`src/rtl/fp_addsub_pipe_if.sv`:
```
// Valid/ready handshake bundle for fp_addsub_pipe: operand side and result side.
interface fp_addsub_pipe_if #(
   parameter int EXP_W = 4,
   parameter int MAN_W = 3
);
   localparam int W = 1 + EXP_W + MAN_W;

   logic         in_valid;
   logic         in_ready;
   logic [W-1:0] in_a;
   logic [W-1:0] in_b;
   logic         in_op;
   logic         out_valid;
   logic         out_ready;
   logic [W-1:0] out_res;
   logic [2:0]   out_flags;

   modport master (
      output in_valid, in_a, in_b, in_op, out_ready,
      input  in_ready, out_valid, out_res, out_flags
   );

   modport slave (
      input  in_valid, in_a, in_b, in_op, out_ready,
      output in_ready, out_valid, out_res, out_flags
   );
endinterface

```
`src/rtl/fp_addsub_pipe.sv`:
```
// Three-stage minifloat adder/subtractor with valid/ready flow control and status flags.
// Define FP_ADDSUB_RNE_EN for round-to-nearest-even; otherwise results are truncated.
module fp_addsub_pipe #(
   parameter int EXP_W = 4,
   parameter int MAN_W = 3
) (
   input logic          clk,
   input logic          rst_n,
   fp_addsub_pipe_if.slave io
);
   localparam int W  = 1 + EXP_W + MAN_W;
   localparam int GW = MAN_W + 4;
   localparam int XW = EXP_W + $clog2(GW) + 2;

   localparam logic [EXP_W-1:0]    EMAX   = '1;
   localparam logic signed [XW-1:0] ZERO_X = '0;
   localparam logic signed [XW-1:0] ONE_X  = XW'(1);
   localparam logic signed [XW-1:0] EMAX_X = XW'((1 << EXP_W) - 1);

   // Right shift that ORs every bit pushed out into the sticky position.
   function automatic logic [GW-1:0] shr_sticky(input logic [GW-1:0] v,
                                                input logic [EXP_W-1:0] d);
      logic [GW-1:0] r;
      logic          st;
      r  = v;
      st = 1'b0;
      for (int i = 0; i < (1 << EXP_W) - 1; i++) begin
         if (i < int'(d)) begin
            st = st | r[0];
            r  = r >> 1;
         end
      end
      return {r[GW-1:1], r[0] | st};
   endfunction

   function automatic logic [XW-1:0] lzc(input logic [GW-1:0] v);
      logic [XW-1:0] n;
      n = XW'(GW);
      for (int i = 0; i < GW; i++)
         if (v[i]) n = XW'(GW - 1 - i);
      return n;
   endfunction

   // Returns {carry out of the stored mantissa, stored mantissa}.
   function automatic logic [MAN_W:0] round_man(input logic [GW-1:0] m);
`ifdef FP_ADDSUB_RNE_EN
      logic up;
      up = m[2] & (m[1] | m[0] | m[3]);
      return {1'b0, m[GW-2:3]} + {{MAN_W{1'b0}}, up};
`else
      return {1'b0, m[GW-2:3]};
`endif
   endfunction

   // Returns {invalid, overflow, underflow, packed result}.
   function automatic logic [W+2:0] pack_sat(input logic sign,
                                             input logic signed [XW-1:0] e,
                                             input logic [MAN_W:0] r,
                                             input logic zero);
      logic signed [XW-1:0] e_r;
      if (zero) return '0;
      if (e <= ZERO_X) return {3'b001, sign, {(W-1){1'b0}}};
      e_r = r[MAN_W] ? e + ONE_X : e;
      if (e_r >= EMAX_X) return {3'b010, sign, EMAX, {MAN_W{1'b0}}};
      return {3'b000, sign, e_r[EXP_W-1:0], r[MAN_W-1:0]};
   endfunction

   logic vld_p1, vld_p2, vld_p3;
   logic stall;

   assign stall       = vld_p3 && !io.out_ready;
   assign io.in_ready = !stall;
   assign io.out_valid = vld_p3;

   // ---- stage 1: unpack, classify, swap, align ----
   logic             sa, sb;
   logic [EXP_W-1:0] ea, eb;
   logic [MAN_W-1:0] ma, mb;
   logic             a_zero, b_zero, a_inf, b_inf, a_nan, b_nan, a_big;
   logic [EXP_W-1:0] exp_l_s1, exp_s_s1;
   logic [MAN_W-1:0] man_l_s1, man_s_s1;
   logic             spec_s1, spec_inv_s1;
   logic [W-1:0]     spec_res_s1;

   assign sa = io.in_a[W-1];
   assign ea = io.in_a[W-2:MAN_W];
   assign ma = io.in_a[MAN_W-1:0];
   assign sb = io.in_b[W-1] ^ io.in_op;
   assign eb = io.in_b[W-2:MAN_W];
   assign mb = io.in_b[MAN_W-1:0];

   assign a_zero = (ea == '0);
   assign b_zero = (eb == '0);
   assign a_inf  = (ea == EMAX) && (ma == '0);
   assign b_inf  = (eb == EMAX) && (mb == '0);
   assign a_nan  = (ea == EMAX) && (ma != '0);
   assign b_nan  = (eb == EMAX) && (mb != '0);
   assign a_big  = {ea, ma} >= {eb, mb};

   assign exp_l_s1 = a_big ? ea : eb;
   assign exp_s_s1 = a_big ? eb : ea;
   assign man_l_s1 = a_big ? ma : mb;
   assign man_s_s1 = a_big ? mb : ma;

   always_comb begin
      spec_s1     = 1'b1;
      spec_inv_s1 = 1'b0;
      spec_res_s1 = '0;
      if (a_nan || b_nan || (a_inf && b_inf && (sa != sb))) begin
         spec_inv_s1 = 1'b1;
         spec_res_s1 = {1'b0, EMAX, {MAN_W{1'b1}}};
      end else if (a_inf) begin
         spec_res_s1 = {sa, EMAX, {MAN_W{1'b0}}};
      end else if (b_inf) begin
         spec_res_s1 = {sb, EMAX, {MAN_W{1'b0}}};
      end else if (a_zero && b_zero) begin
         spec_res_s1 = {sa & sb, {(W-1){1'b0}}};
      end else if (b_zero) begin
         spec_res_s1 = io.in_a;
      end else if (a_zero) begin
         spec_res_s1 = {sb, eb, mb};
      end else begin
         spec_s1 = 1'b0;
      end
   end

   logic             sign_p1, sub_p1, spec_p1, spec_inv_p1;
   logic [W-1:0]     spec_res_p1;
   logic [EXP_W-1:0] exp_p1;
   logic [GW-1:0]    man_l_p1, man_s_p1;

   always_ff @(posedge clk) begin
      if (!stall && io.in_valid) begin
         sign_p1     <= a_big ? sa : sb;
         sub_p1      <= sa ^ sb;
         spec_p1     <= spec_s1;
         spec_inv_p1 <= spec_inv_s1;
         spec_res_p1 <= spec_res_s1;
         exp_p1      <= exp_l_s1;
         man_l_p1    <= {1'b1, man_l_s1, 3'b000};
         man_s_p1    <= shr_sticky({1'b1, man_s_s1, 3'b000}, exp_l_s1 - exp_s_s1);
      end
   end

   // ---- stage 2: magnitude add/subtract ----
   logic [GW:0]      sum_s2;
   logic [GW:0]      sum_p2;
   logic             sign_p2, spec_p2, spec_inv_p2;
   logic [W-1:0]     spec_res_p2;
   logic [EXP_W-1:0] exp_p2;

   assign sum_s2 = sub_p1 ? ({1'b0, man_l_p1} - {1'b0, man_s_p1})
                          : ({1'b0, man_l_p1} + {1'b0, man_s_p1});

   always_ff @(posedge clk) begin
      if (!stall && vld_p1) begin
         sum_p2      <= sum_s2;
         sign_p2     <= sign_p1;
         spec_p2     <= spec_p1;
         spec_inv_p2 <= spec_inv_p1;
         spec_res_p2 <= spec_res_p1;
         exp_p2      <= exp_p1;
      end
   end

   // ---- stage 3: normalise, round, pack ----
   logic signed [XW-1:0] exp_ext_p2, exp_s3;
   logic [XW-1:0]        lz_s3;
   logic [GW-1:0]        norm_s3;
   logic [MAN_W:0]       rnd_s3;
   logic                 zero_s3;
   logic [W-1:0]         res_p3;
   logic [2:0]           flags_p3;

   assign exp_ext_p2 = $signed({{(XW-EXP_W){1'b0}}, exp_p2});

   always_comb begin
      lz_s3 = lzc(sum_p2[GW-1:0]);
      if (sum_p2[GW]) begin
         norm_s3 = {sum_p2[GW:2], sum_p2[1] | sum_p2[0]};
         exp_s3  = exp_ext_p2 + ONE_X;
      end else begin
         norm_s3 = sum_p2[GW-1:0] << lz_s3;
         exp_s3  = exp_ext_p2 - $signed(lz_s3);
      end
   end

   assign zero_s3 = (norm_s3 == '0);
   assign rnd_s3  = round_man(norm_s3);

   always_ff @(posedge clk or negedge rst_n) begin
      if (!rst_n) begin
         vld_p1 <= 1'b0;
         vld_p2 <= 1'b0;
         vld_p3 <= 1'b0;
      end else if (!stall) begin
         vld_p1 <= io.in_valid;
         vld_p2 <= vld_p1;
         vld_p3 <= vld_p2;
      end
   end

   always_ff @(posedge clk or negedge rst_n) begin
      if (!rst_n) begin
         res_p3   <= '0;
         flags_p3 <= '0;
      end else if (!stall && vld_p2) begin
         if (spec_p2) begin
            res_p3   <= spec_res_p2;
            flags_p3 <= {spec_inv_p2, 2'b00};
         end else begin
            {flags_p3, res_p3} <= pack_sat(sign_p2, exp_s3, rnd_s3, zero_s3);
         end
      end
   end

   assign io.out_res   = res_p3;
   assign io.out_flags = flags_p3;
endmodule
```
`src/flat_wrapper.sv`:
```
// flat-port wrapper written by rule: the top's interface ports become plain ports
module fp_addsub_pipe_flat 
#(
   parameter int EXP_W = 4,
   parameter int MAN_W = 3
)
  (clk, rst_n, io_in_valid, io_in_a, io_in_b, io_in_op, io_out_ready, io_in_ready, io_out_valid, io_out_res, io_out_flags);
  fp_addsub_pipe_if #(.EXP_W(EXP_W), .MAN_W(MAN_W)) io_i ();
  input logic clk;
  input logic rst_n;
  input wire logic [$bits(io_i.in_valid)-1:0] io_in_valid;
  input wire logic [$bits(io_i.in_a)-1:0] io_in_a;
  input wire logic [$bits(io_i.in_b)-1:0] io_in_b;
  input wire logic [$bits(io_i.in_op)-1:0] io_in_op;
  input wire logic [$bits(io_i.out_ready)-1:0] io_out_ready;
  output wire logic [$bits(io_i.in_ready)-1:0] io_in_ready;
  output wire logic [$bits(io_i.out_valid)-1:0] io_out_valid;
  output wire logic [$bits(io_i.out_res)-1:0] io_out_res;
  output wire logic [$bits(io_i.out_flags)-1:0] io_out_flags;
  assign io_i.in_valid = io_in_valid;
  assign io_i.in_a = io_in_a;
  assign io_i.in_b = io_in_b;
  assign io_i.in_op = io_in_op;
  assign io_i.out_ready = io_out_ready;
  assign io_in_ready = io_i.in_ready;
  assign io_out_valid = io_i.out_valid;
  assign io_out_res = io_i.out_res;
  assign io_out_flags = io_i.out_flags;
  fp_addsub_pipe #(.EXP_W(EXP_W), .MAN_W(MAN_W)) u_core (.clk(clk), .rst_n(rst_n), .io(io_i));
endmodule
```
`config.mk`:
```
export PLATFORM = sky130hd
export DESIGN_NAME = fp_addsub_pipe_flat
export DESIGN_NICKNAME = d
export VERILOG_FILES = /design/src/rtl/fp_addsub_pipe_if.sv /design/src/rtl/fp_addsub_pipe.sv /design/src/flat_wrapper.sv
export SDC_FILE = /design/constraint.sdc
export NUM_CORES = 1
export LEC_CHECK = 0
export BUFFER_PORTS_ARGS = -buffer_cell sky130_fd_sc_hd__buf_4
export CAP_MARGIN = 0
export CORE_ASPECT_RATIO = 2
export CORE_MARGIN = 5
export CORE_UTILIZATION = 60
export CTS_BUF_LIST = sky130_fd_sc_hd__clkbuf_2
export DETAILED_ROUTE_END_ITERATION = 7
export GPL_TIMING_DRIVEN = 0
export PLACE_DENSITY = 0.8
export SYNTH_ARGS = -nofsm -noshare
export SYNTH_HDL_FRONTEND = slang
export SYNTH_SLANG_ARGS = --single-unit
export TNS_END_PERCENT = 5
```
`constraint.sdc`:
```
create_clock -name clk -period 3.4 [get_ports clk]
set_input_delay 0.51 -clock clk [delete_from_list [all_inputs] [get_ports clk]]
set_output_delay 0.51 -clock clk [all_outputs]
set_load 0.03 [all_outputs]
```
==> impl_metrics.xml <==
<?xml version="1.0" encoding="UTF-8"?>
<metrics>
  <group name="outcome">
    <metric name="outcome" unit="">completed</metric>
  </group>
  <group name="sta">
    <metric name="fin_crit" unit="ns">3.17</metric>
    <metric name="final_hold_viol_count" unit="">0</metric>
    <metric name="max_slew_margin" unit="%">27.2</metric>
    <metric name="share_of_the_clock_period_used_by_the_worst_path_after_layout" unit="%">93.2</metric>
    <metric name="worst_slew_pin_slew" unit="ns">1.09</metric>
    <metric name="fin_skew" unit="ns">0.0256</metric>
    <metric name="count_of_endpoints_failing_setup_in_the_final_report" unit="">0</metric>
    <metric name="final_max_slew_viol_count" unit="">0</metric>
    <metric name="grt_setup_unrepaired" unit="">false</metric>
    <metric name="fmax" unit="MHz">316</metric>
  </group>
  <group name="worst_setup_path">
    <metric name="path_max_fanout" unit="">8</metric>
    <metric name="data_required_time_at_the_worst_endpoint" unit="ns">3.80</metric>
    <metric name="worst-setup-path-type" unit="">register to register</metric>
    <metric name="worst_ep_arrival_time" unit="ns">3.56</metric>
    <metric name="end_kind" unit="">register</metric>
    <metric name="critical_path.startpoint_type" unit="">register</metric>
  </group>
  <group name="power_and_ir_drop">
    <metric name="power.switching_fraction" unit="%">38.4</metric>
    <metric name="power_density" unit="mW/mm²">601</metric>
    <metric name="clock_power_share" unit="%">17.0</metric>
    <metric name="irDropWorstVdd" unit="mV">0.298</metric>
    <metric name="total_power" unit="W">0.00257</metric>
    <metric name="leakage" unit="nW">1.72</metric>
    <metric name="share_comb_of_total_power" unit="%">39.1</metric>
    <metric name="p_switching" unit="W">0.000987</metric>
    <metric name="pwr-share-seq" unit="%">43.9</metric>
    <metric name="power.internal" unit="W">0.00158</metric>
  </group>
  <group name="cells_and_area">
    <metric name="layout-drive-gt1-share" unit="%">18.1</metric>
    <metric name="instances_no_fill" unit="">501</metric>
    <metric name="finish.net_count" unit="">453</metric>
    <metric name="syn2layout_area_growth" unit="%">13.6</metric>
    <metric name="finish.utilization" unit="%">68.9</metric>
    <metric name="antenna_cells_inserted" unit="">0</metric>
  </group>
  <group name="logic_synthesis">
    <metric name="mappedNetlistArea" unit="mm²">0.00377</metric>
    <metric name="yosysTopAreaCellShare" unit="%">39.1</metric>
    <metric name="synth_top_flop_cell" unit="">edfxtp_1</metric>
    <metric name="post-synth-top-count-cell" unit="">edfxtp_1</metric>
    <metric name="synth.yosys.seq_area_share" unit="%">48.4</metric>
    <metric name="synth_top_cells_by_count" unit="">49 x edfxtp_1, 38 x nand2_1, 31 x inv_1</metric>
    <metric name="number_of_enable_flip_flop_cells_after_synthesis" unit="">49</metric>
    <metric name="synth_seq_cells" unit="">63</metric>
    <metric name="synthesis.nets" unit="">407</metric>
    <metric name="average_size_of_a_mapped_cell" unit="µm²">10.3</metric>
    <metric name="synth.top_cells.by_area" unit="">edfxtp_1 39%, dfrtp_1 9.3%, ha_1 6.6%</metric>
    <metric name="synthesis.instances" unit="">364</metric>
    <metric name="yosysTopAreaCell" unit="">edfxtp_1</metric>
    <metric name="synth_cell_type_count" unit="">63</metric>
    <metric name="postSynth.asyncResetShare" unit="%">22.2</metric>
    <metric name="synthesis.yosys.warnings" unit="">0</metric>
  </group>
  <group name="drt">
    <metric name="drt_first_iter_violations" unit="">354</metric>
    <metric name="vias" unit="">2991</metric>
    <metric name="detailedRoute.firstPassIterationCount" unit="">6</metric>
    <metric name="post_drt_via_cell_ratio" unit="">5.97</metric>
    <metric name="wl_per_cell" unit="µm">16.3</metric>
    <metric name="drt_drc_violations_left" unit="">0</metric>
    <metric name="totalWireLength" unit="µm">8160</metric>
    <metric name="drt.antenna.violating_nets" unit="">0</metric>
  </group>
  <group name="floorplan">
    <metric name="std_cell_rows" unit="">41</metric>
    <metric name="start_util" unit="%">60.7</metric>
    <metric name="design.die.area" unit="mm²">0.00806</metric>
    <metric name="fp.dieH" unit="µm">122</metric>
    <metric name="fp.coreArea" unit="mm²">0.00621</metric>
    <metric name="die_width" unit="µm">66.0</metric>
    <metric name="io_pins" unit="">34</metric>
  </group>
  <group name="global_route">
    <metric name="initial_antenna_violation_count" unit="">0</metric>
    <metric name="largest_net_degree_at_the_start_of_global_routing" unit="">27</metric>
    <metric name="via_count_of_the_first_global_routing_pass" unit="">3037</metric>
    <metric name="globalRouteTotalUtil" unit="%">22.4</metric>
    <metric name="global_route.overflow_total" unit="">0</metric>
    <metric name="wire_length_of_the_first_global_routing_pass" unit="µm">13600</metric>
  </group>
  <group name="clocking">
    <metric name="tritoncts" unit="">done</metric>
    <metric name="clock_tree.root_cell" unit="">clkbuf_2</metric>
    <metric name="cts_max_path_buffers" unit="">2</metric>
    <metric name="clock_insertion_delay_worst_skew" unit="ns">0.49</metric>
    <metric name="cts_num_sinks" unit="">63</metric>
    <metric name="clock_buffers_created_by_tritoncts" unit="">9</metric>
    <metric name="worst_setup_hold_path_clk_slew" unit="ns">0.18</metric>
    <metric name="htree_levels" unit="">3</metric>
  </group>
  <group name="hold_path">
    <metric name="class_of_the_most_critical_hold_timing_path" unit="">input port to register</metric>
  </group>
  <group name="placed_design">
    <metric name="globalplace.congestion" unit="">0.923</metric>
    <metric name="dp_hpwl" unit="µm">6320</metric>
    <metric name="dp.cells" unit="">483</metric>
    <metric name="number_of_buffer_cells_added_on_primary_ports" unit="">33</metric>
  </group>
  <group name="run">
    <metric name="reported_max_cap_violation_count" unit="">0</metric>
  </group>
</metrics>
[flip-flops by register name, indices dropped and copies added (netlist names)]
name,flops
u_core.io.out_res,8
u_core.sign_p1,1
u_core.exp_p2,4
u_core.vld_p1,1
u_core.exp_p1,4
u_core.spec_inv_p2,1
u_core.spec_p2,1
u_core.spec_inv_p1,1
u_core.sum_p2,8
u_core.io.out_flags,3
u_core.spec_res_p2,8
u_core.sign_p2,1
u_core.man_s_p1,7
u_core.vld_p2,1
u_core.spec_p1,1
u_core.man_l_p1,3
u_core.spec_res_p1,8
u_core.io.out_valid,1
u_core.sub_p1,1
[power groups by stage]
| stage | Sequential, W | Clock, W | Combinational [W] |
|---|---|---|---|
| floorplan | 0.00122 | 0 | 0.000579 |
| global placement | 0.00112 | 0 | 0.000943 |
| detailed placement | 0.00113 | 0 | 0.000987 |
| CTS | 0.00111 | 0.000453 | 0.000995 |
| global route | 0.00115 | 0.000493 | 0.00110 |
| finish | 0.00113 | 0.000436 | 0.00101 |
[timing repair]
| item | 4_1_cts | 5_1_grt |
|---|---|---|
| hold buffers | 1 | 0 |
| resized for setup | 0 | 4 |
| endpoints found under the hold margin | 14 | 0 |
| setup buffers | 0 | 4 |
| endpoints found under the setup margin | 0 | 9 |
[area by class of cell]
type / count / area (µm²)
clock buffers: 9 / 45.0
plain buffers: 13 / 57.6
fillers: 461 / 1930
clock inverters: 7 / 71.3
repair buffers: 38 / 288
inverters: 32 / 120
flip-flops and latches: 63 / 1820
well taps: 86 / 108
multi-input cells: 253 / 1770
[final timing paths]
| path | from | depth (start not counted) | endpoint | slack [ns] |
|---|---|---|---|---|
| min in group asynchronous | rst_n | 2 | u_core.io.out_res[4] | 0.38 |
| max in group asynchronous | rst_n | 2 | u_core.vld_p1 | 2.84 |
| setup / recovery | u_core.sum_p2[2] | 12 | u_core.io.out_flags[0] | 0.23 |
| hold reg to reg | u_core.spec_res_p1[2] | 0 | u_core.spec_res_p2[2] | 0.42 |
| hold / removal | io_in_valid | 2 | u_core.vld_p1 | 0.26 |
| setup reg to reg | u_core.sum_p2[2] | 12 | u_core.io.out_flags[0] | 0.23 |
[cells in the final DEF, fill, tap and decap left out, types with 3 or more instances in the layout]
cell and count:
nor2_1 20, a22oi_1 4, nor3_1 8, o21a_1 7, clkbuf_2 9, xor2_1 4
a21oi_1 21, nor2b_1 12, mux2i_1 3, mux2_2 4, nand4_1 5, o22ai_1 5
o21ai_0 23, ha_1 20, a2111oi_2 4, buf_4 37, dfrtp_1 14, nand3_1 4
a21oi_2 3, o31ai_1 3, inv_1 31, nand2_1 38, edfxtp_1 49, xnor2_1 5
o221ai_1 5, o21bai_1 5, clkbuf_1 10, nor4_1 4
[per-stage QoR]
step                setup slack [ns]  setup TNS (ns)  area, µm²  hold WS, ns
floorplan                      0.502               0       3770        0.214
detailed placement           -0.0819         -0.0819       4120        0.366
global placement              0.0614               0       4120        0.363
global route                 0.00312               0       4280        0.190
CTS                           0.0841               0       4250        0.209
finish                         0.231               0       4280        0.261
[routing by layer]
layer / share of wire (%) / GRT usage, % / wire, µm / up-vias
met2: 54 / 39.4 / 4430 / 105
met3: 4.2 / 4.15 / 339 / 25
met5: 0 / 0 / 0 / -
met4: 4.5 / 13.9 / 364 / 0
met1: 37 / 23.9 / 3030 / 1421
li1: - / - / - / 1440
[kinds of logic (layout without fill, tap and decap cells)]
logic type               count (synthesis)  in the layout  synth area share (%)
XOR/XNOR                                11             11                  3.26
AND/OR/NAND/NOR                        106            106                  13.7
multiplexers                             7              7                  1.99
buffers and inverters                   48             99                  5.02
AO/OA/AOI/OAI                          107            107                  19.9
flip-flops                              63             63                  48.4
adder cells (fa/ha/maj)                 22             22                  7.71
[critical path: stages (launching register included)]
cell,delay (ns)
edfxtp_1,0.53
a21oi_1,0.15
o21ai_0,0.14
a21oi_2,0.22
ha_1,0.19
inv_1,0.06
fa_1,0.45
xnor2_1,0.17
o21ai_1,0.12
nor4bb_1,0.37
o211ai_1,0.23
buf_4,0.18
o31ai_1,0.25
Note: power is estimated with default switching activity, not from simulation.
